**config.mk**
```make
export PLATFORM = sky130hd
export DESIGN_NAME = enc_snapshot_ctrl
export DESIGN_NICKNAME = d
export VERILOG_FILES = /design/src/rtl/enc_snapshot_ctrl.sv
export SDC_FILE = /design/constraint.sdc
export NUM_CORES = 2
export LEC_CHECK = 0
export CORE_ASPECT_RATIO = 0.5
export CORE_MARGIN = 1.5
export CORE_UTILIZATION = 53
export CTS_BUF_LIST = sky130_fd_sc_hd__clkbuf_8
export CTS_CLUSTER_SIZE = 25
export DETAILED_ROUTE_END_ITERATION = 10
export PLACE_DENSITY_LB_ADDON = 0.08
export SLEW_MARGIN = 20
export SYNTH_ARGS = -nofsm -noshare
export SYNTH_HDL_FRONTEND = slang
export SYNTH_SLANG_ARGS = --single-unit
```
**constraint.sdc**
```tcl
create_clock -name sysclk -period 109.5 [get_ports sysclk]
set_clock_uncertainty 0.15 [all_clocks]
set_input_delay 16.425 -clock sysclk [delete_from_list [all_inputs] [get_ports sysclk]]
set_output_delay 16.425 -clock sysclk [all_outputs]
set_load 0.01 [all_outputs]
```
**src/rtl/enc_snapshot_ctrl.sv**
```systemverilog
// enc_snapshot_ctrl: sweeps the encoder channel-select mux once per request and
// captures every channel's quad/period/qtr1/qtr5/run words into the inactive half
// of a double-buffered snapshot bank. The bank flips only after the last channel
// is captured, so host reads always see one time-coherent set.
module enc_snapshot_ctrl #(
    parameter int unsigned NUM_ENC = 4,
    parameter int unsigned SEQ_W   = 8
) (
    input  logic               sysclk,
    input  logic               reset,
    input  logic               snap_req,
    input  logic               clr_ovr,
    output logic [3:0]         enc_chan,
    input  logic [31:0]        enc_quad,
    input  logic [31:0]        enc_perd,
    input  logic [31:0]        enc_qtr1,
    input  logic [31:0]        enc_qtr5,
    input  logic [31:0]        enc_run,
    input  logic [3:0]         rd_chan,
    input  logic [2:0]         rd_word,
    output logic [31:0]        rd_data,
    output logic               busy,
    output logic               done,
    output logic               overrun,
    output logic [SEQ_W-1:0]   snap_seq
);

    localparam int unsigned CHAN_W    = 4;
    localparam int unsigned WSEL_W    = 3;
    localparam int unsigned DATA_W    = 32;
    localparam int unsigned NUM_WORDS = 5;
    localparam int unsigned NUM_BANKS = 2;

    typedef enum logic [1:0] {
        ST_IDLE = 2'd0,
        ST_SCAN = 2'd1,
        ST_DONE = 2'd2
    } state_t;

    state_t              state_q, state_d;
    logic [CHAN_W-1:0]   chan_q, chan_d;
    logic                act_q, act_d;
    logic                pend_q, pend_d;
    logic                ovr_q, ovr_d;
    logic                busy_q, busy_d;
    logic                done_q, done_d;
    logic [SEQ_W-1:0]    seq_q, seq_d;

    logic                capture_c;
    logic                last_c;
    logic                ovr_set_c;
    logic [DATA_W-1:0]   word_c [NUM_WORDS];

    logic [DATA_W-1:0]   bank_q [NUM_BANKS][NUM_ENC][NUM_WORDS];

    // Capture happens on every edge spent in SCAN; the last channel closes the sweep.
    assign capture_c = (state_q == ST_SCAN);
    assign last_c    = (chan_q == CHAN_W'(NUM_ENC));

    // Gather the encoder words for the currently selected channel in read-word order.
    always_comb begin
        word_c[0] = enc_quad;
        word_c[1] = enc_perd;
        word_c[2] = enc_qtr1;
        word_c[3] = enc_qtr5;
        word_c[4] = enc_run;
    end

    // Next-state and control decode for the scan sequencer.
    always_comb begin
        state_d   = state_q;
        chan_d    = chan_q;
        act_d     = act_q;
        pend_d    = pend_q;
        ovr_d     = ovr_q;
        busy_d    = busy_q;
        done_d    = 1'b0;
        seq_d     = seq_q;
        ovr_set_c = 1'b0;

        case (state_q)
            ST_IDLE: begin
                if (snap_req) begin
                    state_d = ST_SCAN;
                    chan_d  = CHAN_W'(1);
                    busy_d  = 1'b1;
                end
            end
            ST_SCAN: begin
                if (last_c) begin
                    act_d   = ~act_q;
                    seq_d   = seq_q + SEQ_W'(1);
                    done_d  = 1'b1;
                    busy_d  = 1'b0;
                    chan_d  = CHAN_W'(1);
                    state_d = ST_DONE;
                end else begin
                    chan_d  = chan_q + CHAN_W'(1);
                end
                // One request may queue behind a running sweep; a further one is lost.
                if (snap_req) begin
                    if (!pend_q) begin
                        pend_d = 1'b1;
                    end else begin
                        ovr_set_c = 1'b1;
                    end
                end
            end
            ST_DONE: begin
                if (snap_req || pend_q) begin
                    pend_d  = 1'b0;
                    state_d = ST_SCAN;
                    chan_d  = CHAN_W'(1);
                    busy_d  = 1'b1;
                end else begin
                    state_d = ST_IDLE;
                end
            end
            default: begin
                state_d = ST_IDLE;
                chan_d  = CHAN_W'(1);
                busy_d  = 1'b0;
            end
        endcase

        // A dropped request beats a simultaneous clear.
        if (ovr_set_c) begin
            ovr_d = 1'b1;
        end else if (clr_ovr) begin
            ovr_d = 1'b0;
        end
    end

    // Sequencer state and control registers.
    always_ff @(posedge sysclk or posedge reset) begin
        if (reset) begin
            state_q <= ST_IDLE;
            chan_q  <= CHAN_W'(1);
            act_q   <= 1'b0;
            pend_q  <= 1'b0;
            ovr_q   <= 1'b0;
            busy_q  <= 1'b0;
            done_q  <= 1'b0;
            seq_q   <= '0;
        end else begin
            state_q <= state_d;
            chan_q  <= chan_d;
            act_q   <= act_d;
            pend_q  <= pend_d;
            ovr_q   <= ovr_d;
            busy_q  <= busy_d;
            done_q  <= done_d;
            seq_q   <= seq_d;
        end
    end

    // Snapshot storage: the sweep writes only the bank the host is not reading.
    always_ff @(posedge sysclk or posedge reset) begin
        if (reset) begin
            for (int b = 0; b < int'(NUM_BANKS); b++) begin
                for (int c = 0; c < int'(NUM_ENC); c++) begin
                    for (int w = 0; w < int'(NUM_WORDS); w++) begin
                        bank_q[b][c][w] <= '0;
                    end
                end
            end
        end else if (capture_c) begin
            for (int c = 0; c < int'(NUM_ENC); c++) begin
                if (chan_q == CHAN_W'(c + 1)) begin
                    for (int w = 0; w < int'(NUM_WORDS); w++) begin
                        bank_q[~act_q][c][w] <= word_c[w];
                    end
                end
            end
        end
    end

    // Host read mux over the active bank; unmapped channel/word selects read zero.
    always_comb begin
        rd_data = '0;
        for (int c = 0; c < int'(NUM_ENC); c++) begin
            for (int w = 0; w < int'(NUM_WORDS); w++) begin
                if ((rd_chan == CHAN_W'(c + 1)) && (rd_word == WSEL_W'(w))) begin
                    rd_data = bank_q[act_q][c][w];
                end
            end
        end
    end

    assign enc_chan = chan_q;
    assign busy     = busy_q;
    assign done     = done_q;
    assign overrun  = ovr_q;
    assign snap_seq = seq_q;

endmodule

```
==> impl_metrics.ini <==
[final_layout]
post-route-cell-area_sq_mm = 0.06820
nets = 4762
area_delta_synth_final_pct = 10.83
layout-drive-gt1-share_pct = 40.02
share_of_the_core_filled_with_cells_in_the_final_layout_pct = 59.21
non_filler_cells_in_the_finished_layout = 6258
nFillCells = 9230

[clock_network]
cts_tree = built
cts_resized = 0
worst_skew_pair.late_latency_ns = 0.91
cts.root.buffer_cell = clkbuf_8
clkTransAtPathRegs_ns = 0.06
number_of_buffers_on_the_longest_clock_path = 3
cts_setup_buffers = 0
ctsHtreeMaxLevel = 4
numCtsBuffers = 184
hold_buffers = 0
cts.sink_count = 1299

[sta]
timing_hold_violations_final = 0
fin_tns_setup_ns = 0
worst_slew_pin_slew_ns = 1.151
finalCritPeriodShare_pct = 34.11
hold-worst-slack_ns = 0.3244
finalCriticalPeriod_ns = 37.35
postLayoutSetupSlackWorst_ns = 72.15
maxSlewHeadroom_pct = 23.25
slew_viol_final = 0
timing.fmax_ghz = 0.02678
setup_viol = 0
rsz_0062_raised_after_global_routing = false

[die]
design.die.area_sq_mm = 0.1183
die_height_um = 243.9
core.rowCount = 88
io-pin-count = 218
core_area_sq_mm = 0.1152
die_extent_in_x_um = 484.9
starting_density_of_the_core_pct = 53.43

[yosys]
postSynthNetCount = 4639
synth.area.top_cells = dfrtp_1, mux2_2, mux2i_1
postSynthRegisterBits = 1299
primary_ff_master_synth = dfrtp_1
ys_seq_area_share_pct = 52.83
synth_top_cell_by_area = dfrtp_1
synth_enable_flop_cells = 0
post_synth_inst_count = 4463
netlist_area_pre_place_sq_mm = 0.06153
syn-mean-instance-area_sq_um = 13.79
synth_largest_type_area_fraction_pct = 52.79
ys_async_sr_fraction_pct = 100.0
warnings_synthesis = 0
synth_cell_types = 59

[critical_path]
startpoint_of_the_most_critical_register_to_register_path = act_q
critical_path.startpoint_type = input port
setup_crit_path_kind = in2out
worstPathRequired_ns = 92.93
critical_path_arrival_ns = 20.77
critPathCaptureType = output port
crit_path_end = rd_data[27]
worstRegToRegCells = 6
timing.reg2reg.setup_slack_ns = 104.01
timing.rr.end = bank_q[637]
timing.critical_path.from = rd_chan[0]
worstPathMaxFanout = 38

[global_route]
first_global_vias = 40040
globalRouteOverflowTotal = 0
grt_pass1_wl_um = 299300
grt_util_all_layers_pct = 35.50
grt_start_max_net_pins = 174
antenna_found_initial = 15

[detailed_routing]
drt_wl_total_um = 208900
drt_iter0_markers = 4791
routed_wire_length_per_instance_um = 33.37
detailroute.via_count = 40620
post-route-drc-count = 0
first_pass_iters = 6
drt-vias-per-instance = 6.490
number_of_nets_still_failing_antenna_checks_after_routing = 0

[power_and_ir_drop]
post_layout_total_power_mw = 2.129
total_leakage_power_nw = 28.59
power_per_cell_area_mw_per_mm2 = 31.22
peakVddDrop_mv = 0.01870

[place]
final_gp_congestion = 0.9917
place.detailed.instances = 5929
dpl_worst_slack_ns = 72.31
dp_hpwl_um = 144100
post_dp_cell_area_sq_mm = 0.06454
placement.io_buffers = 217

[run]
max_cap_violations = 0

[worst_hold_path]
holdCritPathClass = reg2reg

[run_status]
status = finished, final reports clean
cell usage after synthesis, types with 17 or more instances:
library cell     n
a21oi_1         70
a221o_1         23
a221oi_1        33
a22o_1          18
a22oi_1         65
a31oi_1         44
a32oi_1         17
and3_1          18
buf_2          168
buf_4           31
buf_6           21
clkbuf_1       127
dfrtp_1       1298
mux2_1          19
mux2_2        1469
mux2i_1        336
mux4_2          63
nand2_1         94
nand3_1         45
nor2_1          57
o211ai_1        29
o21ai_0        172
o22a_1          45
o22ai_1         53
logic make-up after synthesis:
group                      synth area share [%]
AOI/OAI and AO/OA                         6.727
xor gates and xnor gates                 0.1423
adders and majority gates                0.1017
buffers and inverters                     2.983
DFF                                       52.83
muxes                                     35.00
and+or+nand+nor                           2.212
registers in the layout, indices dropped and copies added, names as in the netlist:
register	flops
overrun	1
act_q	1
pend_q	1
enc_chan	4
busy	1
snap_seq	8
bank_q	1280
state_q	2
done	1
cell type report:
| class | instances | area, sq um | area share, % |
|---|---|---|---|
| diodes | 8 | 20.02 | 0.02935 |
| inverters | 6 | 30.03 | 0.04403 |
| repair buffers | 291 | 2848 | 4.176 |
| well taps | 1530 | 1914 | 2.807 |
| clock inverters | 93 | 470.5 | 0.6898 |
| flip-flops and latches | 1299 | 32510 | 47.67 |
| multi-input cells | 2804 | 27280 | 40.00 |
| clock buffers | 227 | 3124 | 4.581 |
power breakdown:
group	leakage [nW]	internal, mW	total (mW)	switching [mW]
Combinational	11.3	0.411	0.894	0.482
Clock	2.10	0.189	0.383	0.194
Sequential	15.1	0.728	0.853	0.125
how the worst min path moves through the flow:
stage	start	to	slack [ns]	depth (start not counted)
final	snap_seq[7]	snap_seq[7]	0.32	1
after global routing	bank_q[549]	bank_q[549]	0.36	1
after CTS	snap_seq[7]	snap_seq[7]	0.33	1
after detailed placement	snap_seq[7]	snap_seq[7]	0.32	1
after global placement	bank_q[163]	bank_q[163]	0.32	1
after floorplan	bank_q[163]	bank_q[163]	0.31	1
layer usage:
layer / wire length, um / vias to the layer above / GRT usage, %
met5: 221 / - / 1.248
met2: 71690 / 1860 / 38.80
met1: 102300 / 21730 / 58.11
li1: - / 16840 / -
met3: 32230 / 176 / 19.12
met4: 2462 / 4 / 6.467
worst max-delay path, cell delays in order:
cell	delay, ns
clkdlybuf4s50_1	0.73
and4bb_2	0.89
nor2b_4	0.70
buf_4	0.55
a22oi_1	0.22
a32oi_1	0.26
nand3_1	0.12
a22o_1	0.32
clkdlybuf4s50_1	0.51
placed cells by master (no fill, tap or decap), types with 6 or more instances in the layout:
master,Yosys,layout
mux2_2,1469,1469
dfrtp_1,1298,1297
mux2i_1,336,336
clkbuf_8,0,227
clkdlybuf4s50_1,0,214
o21ai_0,172,172
nand2_1,94,92
inv_1,6,74
a21oi_1,70,70
a22oi_1,65,65
mux4_2,63,63
buf_4,31,62
nor2_1,57,54
o22ai_1,53,53
o22a_1,45,45
nand3_1,45,45
a31oi_1,44,44
a221oi_1,33,33
o211ai_1,29,29
a221o_1,23,23
mux2_1,19,19
and3_1,18,18
a22o_1,18,18
a32oi_1,17,17
a211oi_1,16,16
nand2b_1,16,15
nor3_1,13,13
o21ai_1,13,13
o311ai_0,12,12
clkinv_2,0,9
diode_2,0,8
xnor2_1,7,7
buf_12,0,7
buf_6,21,6
Note: power is estimated with default switching activity, not from simulation.
